### src/rtl/multi_tick_gen_pkg.sv
// Shared constants for the multi-channel tick generator: default widths and divisors,
// channel limit and common divisors for a 100 MHz clock.
package multi_tick_gen_pkg;

  localparam int unsigned CNT_W_DEFAULT   = 31;
  localparam int unsigned RST_DIV_DEFAULT = 100_000_000;
  localparam int unsigned MAX_CH          = 8;
  localparam int unsigned CH_IDX_W        = 3;

  // A divisor of N gives a tick period of N+1 cycles.
  localparam int unsigned DIV_1S_100MHZ      = 100_000_000 - 1;
  localparam int unsigned DIV_25MS_100MHZ    = 2_500_000 - 1;
  localparam int unsigned DIV_REFRESH_100MHZ = (1 << 20) - 1;  // ~95.4 Hz

  function automatic int unsigned div_for_period(input int unsigned period);
    return (period == 0) ? 0 : period - 1;
  endfunction

endpackage

### src/rtl/multi_tick_gen_tick_chan.sv
// One tick channel: divisor register, wrapping counter, registered one-cycle tick and,
// when MULTI_TICK_GEN_SQ_EN is defined, a square wave toggling on every tick.
module tick_chan
  import multi_tick_gen_pkg::*;
#(
  parameter int unsigned CNT_W   = CNT_W_DEFAULT,
  parameter int unsigned RST_DIV = RST_DIV_DEFAULT
) (
  input  logic             clk_i,
  input  logic             rst_i,
  input  logic             en_i,
  input  logic             clr_i,
  input  logic             we_i,
  input  logic [CNT_W-1:0] div_i,
  output logic             tick_o
`ifdef MULTI_TICK_GEN_SQ_EN
  ,
  output logic             sq_o
`endif
);

  localparam logic [CNT_W-1:0] RstDivVal = CNT_W'(RST_DIV);

  logic [CNT_W-1:0] cnt_q, cnt_d;
  logic [CNT_W-1:0] div_q, div_d;
  logic             tick_q, tick_d;
  logic             wrap;

  always_comb begin
    // >= so a divisor shrunk below the running count wraps at once instead of overflowing.
    wrap   = en_i && (cnt_q >= div_q);
    cnt_d  = cnt_q;
    tick_d = 1'b0;
    div_d  = div_q;
    if (clr_i) begin
      cnt_d = '0;
    end else if (wrap) begin
      cnt_d  = '0;
      tick_d = 1'b1;
    end else if (en_i) begin
      cnt_d = cnt_q + CNT_W'(1);
    end
    if (we_i) begin
      div_d = div_i;
    end
  end

  always_ff @(posedge clk_i or posedge rst_i) begin
    if (rst_i) begin
      cnt_q  <= '0;
      div_q  <= RstDivVal;
      tick_q <= 1'b0;
    end else begin
      cnt_q  <= cnt_d;
      div_q  <= div_d;
      tick_q <= tick_d;
    end
  end

  assign tick_o = tick_q;

`ifdef MULTI_TICK_GEN_SQ_EN
  logic sq_q, sq_d;

  always_comb begin
    sq_d = sq_q;
    if (clr_i) begin
      sq_d = 1'b0;
    end else if (wrap) begin
      sq_d = ~sq_q;
    end
  end

  always_ff @(posedge clk_i or posedge rst_i) begin
    if (rst_i) begin
      sq_q <= 1'b0;
    end else begin
      sq_q <= sq_d;
    end
  end

  assign sq_o = sq_q;
`endif

endmodule

### src/rtl/multi_tick_gen.sv
// Bank of NUM_CH independent programmable tick generators sharing one divisor write port.
// Optional square-wave outputs are built when MULTI_TICK_GEN_SQ_EN is defined.
module multi_tick_gen
  import multi_tick_gen_pkg::*;
#(
  parameter int unsigned NUM_CH  = 4,
  parameter int unsigned CNT_W   = CNT_W_DEFAULT,
  parameter int unsigned RST_DIV = RST_DIV_DEFAULT
) (
  input  logic                clk,
  input  logic                rst,
  input  logic [NUM_CH-1:0]   en,
  input  logic                sync_clr,
  input  logic                cfg_we,
  input  logic [CH_IDX_W-1:0] cfg_ch,
  input  logic [CNT_W-1:0]    cfg_div,
  output logic [NUM_CH-1:0]   tick
`ifdef MULTI_TICK_GEN_SQ_EN
  ,
  output logic [NUM_CH-1:0]   sq
`endif
);

  for (genvar g = 0; g < NUM_CH; g++) begin : g_ch
    localparam logic [CH_IDX_W-1:0] ChIdx = CH_IDX_W'(g);

    // Indices at or above NUM_CH match no channel, so such writes fall away.
    logic we;
    assign we = cfg_we && (cfg_ch == ChIdx);

    tick_chan #(
      .CNT_W  (CNT_W),
      .RST_DIV(RST_DIV)
    ) u_chan (
      .clk_i (clk),
      .rst_i (rst),
      .en_i  (en[g]),
      .clr_i (sync_clr),
      .we_i  (we),
      .div_i (cfg_div),
      .tick_o(tick[g])
`ifdef MULTI_TICK_GEN_SQ_EN
      ,
      .sq_o  (sq[g])
`endif
    );
  end

endmodule

### config.mk
export PLATFORM = sky130hd
export DESIGN_NAME = multi_tick_gen
export DESIGN_NICKNAME = d
export VERILOG_FILES = /design/src/rtl/multi_tick_gen_pkg.sv /design/src/rtl/multi_tick_gen_tick_chan.sv /design/src/rtl/multi_tick_gen.sv
export SDC_FILE = /design/constraint.sdc
export NUM_CORES = 1
export LEC_CHECK = 0
export BUFFER_PORTS_ARGS = -buffer_cell sky130_fd_sc_hd__clkbuf_2
export CORE_MARGIN = 4
export CORE_UTILIZATION = 45
export DETAILED_ROUTE_END_ITERATION = 10
export RECOVER_POWER = 50
export SYNTH_ARGS = -nofsm -noshare
export SYNTH_HDL_FRONTEND = slang
export SYNTH_SLANG_ARGS = --single-unit
### constraint.sdc
create_clock -name clk -period 7.5 [get_ports clk]
set_input_delay 1.125 -clock clk [delete_from_list [all_inputs] [get_ports clk]]
set_output_delay 1.125 -clock clk [all_outputs]
set_load 0.005 [all_outputs]
# Word level (Yosys, flattened, before mapping)
# Index checks and enable logic that the tools add are counted.
dict set report op_classes {
  muxes 20
  addsub 4
  magnitude_cmp 4
  n_reduce_logical 13
  eq_ne 3
}
# operator count
set op_table {}
lappend op_table {{$mux W31} 12}
lappend op_table {{$add A31 B1 Y31 const B} 4}
lappend op_table {{$ge A31 B31 Y1} 4}
lappend op_table {{$reduce_bool A3 Y1} 4}
lappend op_table {{$logic_and A1 B1 Y1} 8}
lappend op_table {{$mux W1} 8}
lappend op_table {{$eq A3 B2 Y1 const B} 2}
lappend op_table {{$eq A3 B1 Y1 const B} 1}
lappend op_table {{$logic_not A3 Y1} 1}
dict set report word_totals {
  elab_cells 56
  out_inout_bits 4
  inputBits 42
  reg_bits 252
}

# Depth between registers and ports, before layout
dict set report logic_depth {
  depth_word 4
  ltp_mapped 11
  ltp_nobuf 9
}

# Modules after synthesis
# From an unflattened synthesis, not the netlist that was laid out.
dict set report hier_totals {
  cells_unflattened 1817
  hier_area_um2 15752.6
}
# module area_per_inst_um2 n_inst seq_area_each_um2 cells_per_inst
set modules_own_cells {}
lappend modules_own_cells {{tick_chan (g_ch[0].u_chan ...)} 3963.8 3 1591.5 460}
lappend modules_own_cells {{tick_chan (g_ch[1].u_chan)} 3811.2 1 1591.5 433}
lappend modules_own_cells {multi_tick_gen 50.0 1 0.0 4}

# Least setup slack after synthesis
# Ideal clock, no wire load.
dict set report synth_timing {
  path_kind {input -> register}
  startpoint {in sync_clr}
  endpoint {reg g_ch[3].u_chan.cnt_q[7]}
  arrival_ps 2768
  cell_stages 9
  path_slack_ps 4651
  setup_ps 82
  required_ps 7418
  path_buffers 3
  path_cell_list {clkbuf_1 > inv_2 > nand2_1 > or4_1 > o21ai_1 > buf_4 > buf_4 > nand2_1 > a31oi_1}
}
dict set report synth_via {
  elab_chain_cells 1
  elab_cells_between_ends 2
  classes_between {mux: 1; reduce/logical: 1}
}
# element line
set synth_rtl {}
lappend synth_rtl {{start: declaration} multi_tick_gen.sv:13} ;# input logic sync_clr,
lappend synth_rtl {{$reduce_bool A3 Y1 (no line) / $mux W31 (equally long branches)} n/a}
lappend synth_rtl {{end signal: assignment} multi_tick_gen_tick_chan.sv:54} ;# cnt_q <= cnt_d;
lappend synth_rtl {{end: declaration} multi_tick_gen_tick_chan.sv:24} ;# logic [CNT_W-1:0] cnt_q, cnt_d;
# Several ways; a longest one is shown, not always the timed one.
# A chain may end at the register's enable or synchronous reset.

==> reports/metrics.cfg <==
[pwr]
peakVddDrop_mv = 0.171
total_power_uw = 3480
p_per_area_nw_per_um2 = 213
power_leakage_uw = 0.00726

[floorplan]
fp.dieArea_um2 = 35900
core_um2 = 32500
initial_utilization_pct = 45.6
io_pins = 46
die_w_um = 190
rows = 66
die_h_um = 190

[outcome]
run_status = complete, but fails checks
violations = capacitance limit, slew limit

[critical_path]
critPathCaptureType = asynchronous set/reset pin
worstPathRequired_ps = 8020
ff2ff_setup_slack_ps = 4190
start_kind = primary input
cp_max_fo = 189
reg2reg_depth = 9
timing.rr.start = g_ch[2].u_chan.div_q[26]
r2r-end = g_ch[2].u_chan.cnt_q[30]
crit_type = primary input to asynchronous set/reset pin
crit_arrival_ps = 4740

[cells_and_area]
drive_gt1_share_pct = 11.8
syn_to_final_growth_pct = 10.1
fin_nets = 1820
diodes = 0
n_fill_cell = 3045

[yosys]
synth-seq-area-share_pct = 42.9
synth-adder-area-share_pct = 10.8
yosysMostFrequentCell = nand2_1
synth_xor_area_share_pct = 1.24
synth.avg_cell_area_um2 = 9.08
yosysWarningCount = 0
syn_nets = 1803
synth_top_area_share_pct = 34.4
synthArstFlopShare_pct = 100
ys_types = 75
synth_common_cells = nand2_1, dfrtp_1, o21ai_0
dominantRegCellSynth = dfrtp_1
synth.largest_area_cell = dfrtp_1
synth_compound_area_share_pct = 15.8
synth_cells = 1633
synth-edff-count = 0
synthTopCellsByArea = dfrtp_1, ha_1, dfstp_2, nand2_1, o21ai_0
synth.ff_latch_count = 252
synthSimpleGateAreaFrac_pct = 20.1
synth_area_um2 = 14800
synthMuxAreaShare_pct = 3.20
synth_top_family_by_area = simple AND/OR/NAND/NOR gates

[global_routing]
grt_max_degree = 190
antenna_found_initial = 1
grt_overflow = 0
grt_pass1_wl_mm = 60.3
grt_use_total_pct = 20.6
grt_pass1_vias = 11127

[routing]
drtIter0Drc = 868
routed_via_density = 5.59
wl_per_cell_um = 17.6
routed_wirelength_mm = 37.3
drtAntennaViolNets = 0
num_vias = 11826
drc = 0
firstDrtPassIters = 5

[timing]
tightest_slew_ps = 3710
slew_headroom_pct = -148
clock.fmax_mhz = 237
finalSetupTns_ps = 0
rsz0062_at_grt = no
hold_violations = 0
fin_crit_sh_pct = 56.3
setup_viol = 0
fin_hold_ws_ps = 505
drv_slew = 282
skew_ps = 10.2
finalCriticalPeriod_ps = 4220

[min_path]
whs_path_depth = 1
hold_start = g_ch[3].u_chan.div_q[30]
min_to = g_ch[3].u_chan.div_q[30]
hold_path_class = flip-flop to flip-flop

[cts]
ctsHoldBuffers = 0
cts_root_buf = clkbuf_16
clock-sinks = 252
cts-resized-gates = 0
postCtsSetupBuffers = 0
clock_path_buffers = 3
cts_tree = yes
clk_latency_ps = 550
h-tree-depth = 1
numCtsBuffers = 29
path_clk_slew_ps = 60

[placement]
dpl.hpwl_mm = 26.0
globalplace.congestion = 0.779
port_buffers = 45

[flow_run]
drv_cap = 5

[sequential cells by signal (all words and copies together) (netlist names)]
name	count
g_ch.u_chan.cnt_q	124
g_ch.u_chan.div_q	124
g_ch.u_chan.tick_o	4
[cells in the final DEF (no fill, tap or decap), types with 35 or more instances in the layout]
master / Yosys / layout
a21oi_1: 78 / 78
clkbuf_2: 0 / 40
dfrtp_1: 204 / 204
dfstp_2: 48 / 48
ha_1: 128 / 128
inv_1: 148 / 147
mux2_2: 35 / 35
nand2_1: 225 / 225
nand3_1: 79 / 79
nand4_1: 45 / 45
nor2_1: 56 / 55
o21ai_0: 150 / 150
[per-stage QoR]
step | area [um2] | worst slack, ps | util (%) | cells
after floorplan | 14800 | 3100 | - | 1633
after global placement | 15500 | 3580 | 47.5 | 2061
after detailed placement | 15500 | 3460 | 47.5 | 2061
after CTS | 16400 | 4040 | 50.3 | 2115
after global routing | 16300 | 2500 | 50.2 | 2115
final | 16300 | 3280 | 50.2 | 2115
[logic make-up after synthesis]
family                     count (synthesis)
muxes                                     43
AOI/OAI and AO/OA                        392
DFF                                      252
and+or+nand+nor                          576
adders and majority gates                128
xor gates and xnor gates                  21
buffers and inverters                    221
[worst max-delay path: stages]
cell,delay (ps)
clkbuf_2,80
clkinvlp_2,50
clkbuf_1,2580
buf_12,710
[layer usage]
layer  part of all wire (%)  up-vias  global-route usage, %  wire (um)
li1                       -     5881                      -          -
met1                     49     5718                   30.3      18300
met2                     46      179                   32.7      17000
met3                    3.4       46                   2.43       1270
met4                    2.1        2                   5.01        782
met5                  0.043        -                      0         16
[worst max path at each step]
stage,start,endpoint,cells after the start
floorplan,rst,g_ch[0].u_chan.cnt_q[0],1
global placement,sync_clr,g_ch[3].u_chan.cnt_q[22],9
detailed placement,sync_clr,g_ch[3].u_chan.cnt_q[26],9
CTS,sync_clr,g_ch[3].u_chan.cnt_q[15],9
global route,rst,g_ch[1].u_chan.div_q[28],4
finish,rst,g_ch[1].u_chan.div_q[28],4
[power by group]
| group | switching (uW) | leakage (uW) | internal (uW) |
|---|---|---|---|
| Clock | 570 | 0.000454 | 790 |
| Combinational | 323 | 0.00359 | 194 |
| Sequential | 58.3 | 0.00321 | 1550 |
[cell type report]
| cell class | count | area (um2) | area share [%] |
|---|---|---|---|
| clock buffers | 46 | 870 | 5.33 |
| clock inverters | 8 | 46.3 | 0.284 |
| inverters | 150 | 564 | 3.46 |
| multi-input cells | 1160 | 7630 | 46.7 |
| flip-flops and latches | 252 | 6370 | 39.0 |
| well taps | 442 | 553 | 3.39 |
| repair buffers | 57 | 303 | 1.85 |
Power figures use the tool's default switching activity.
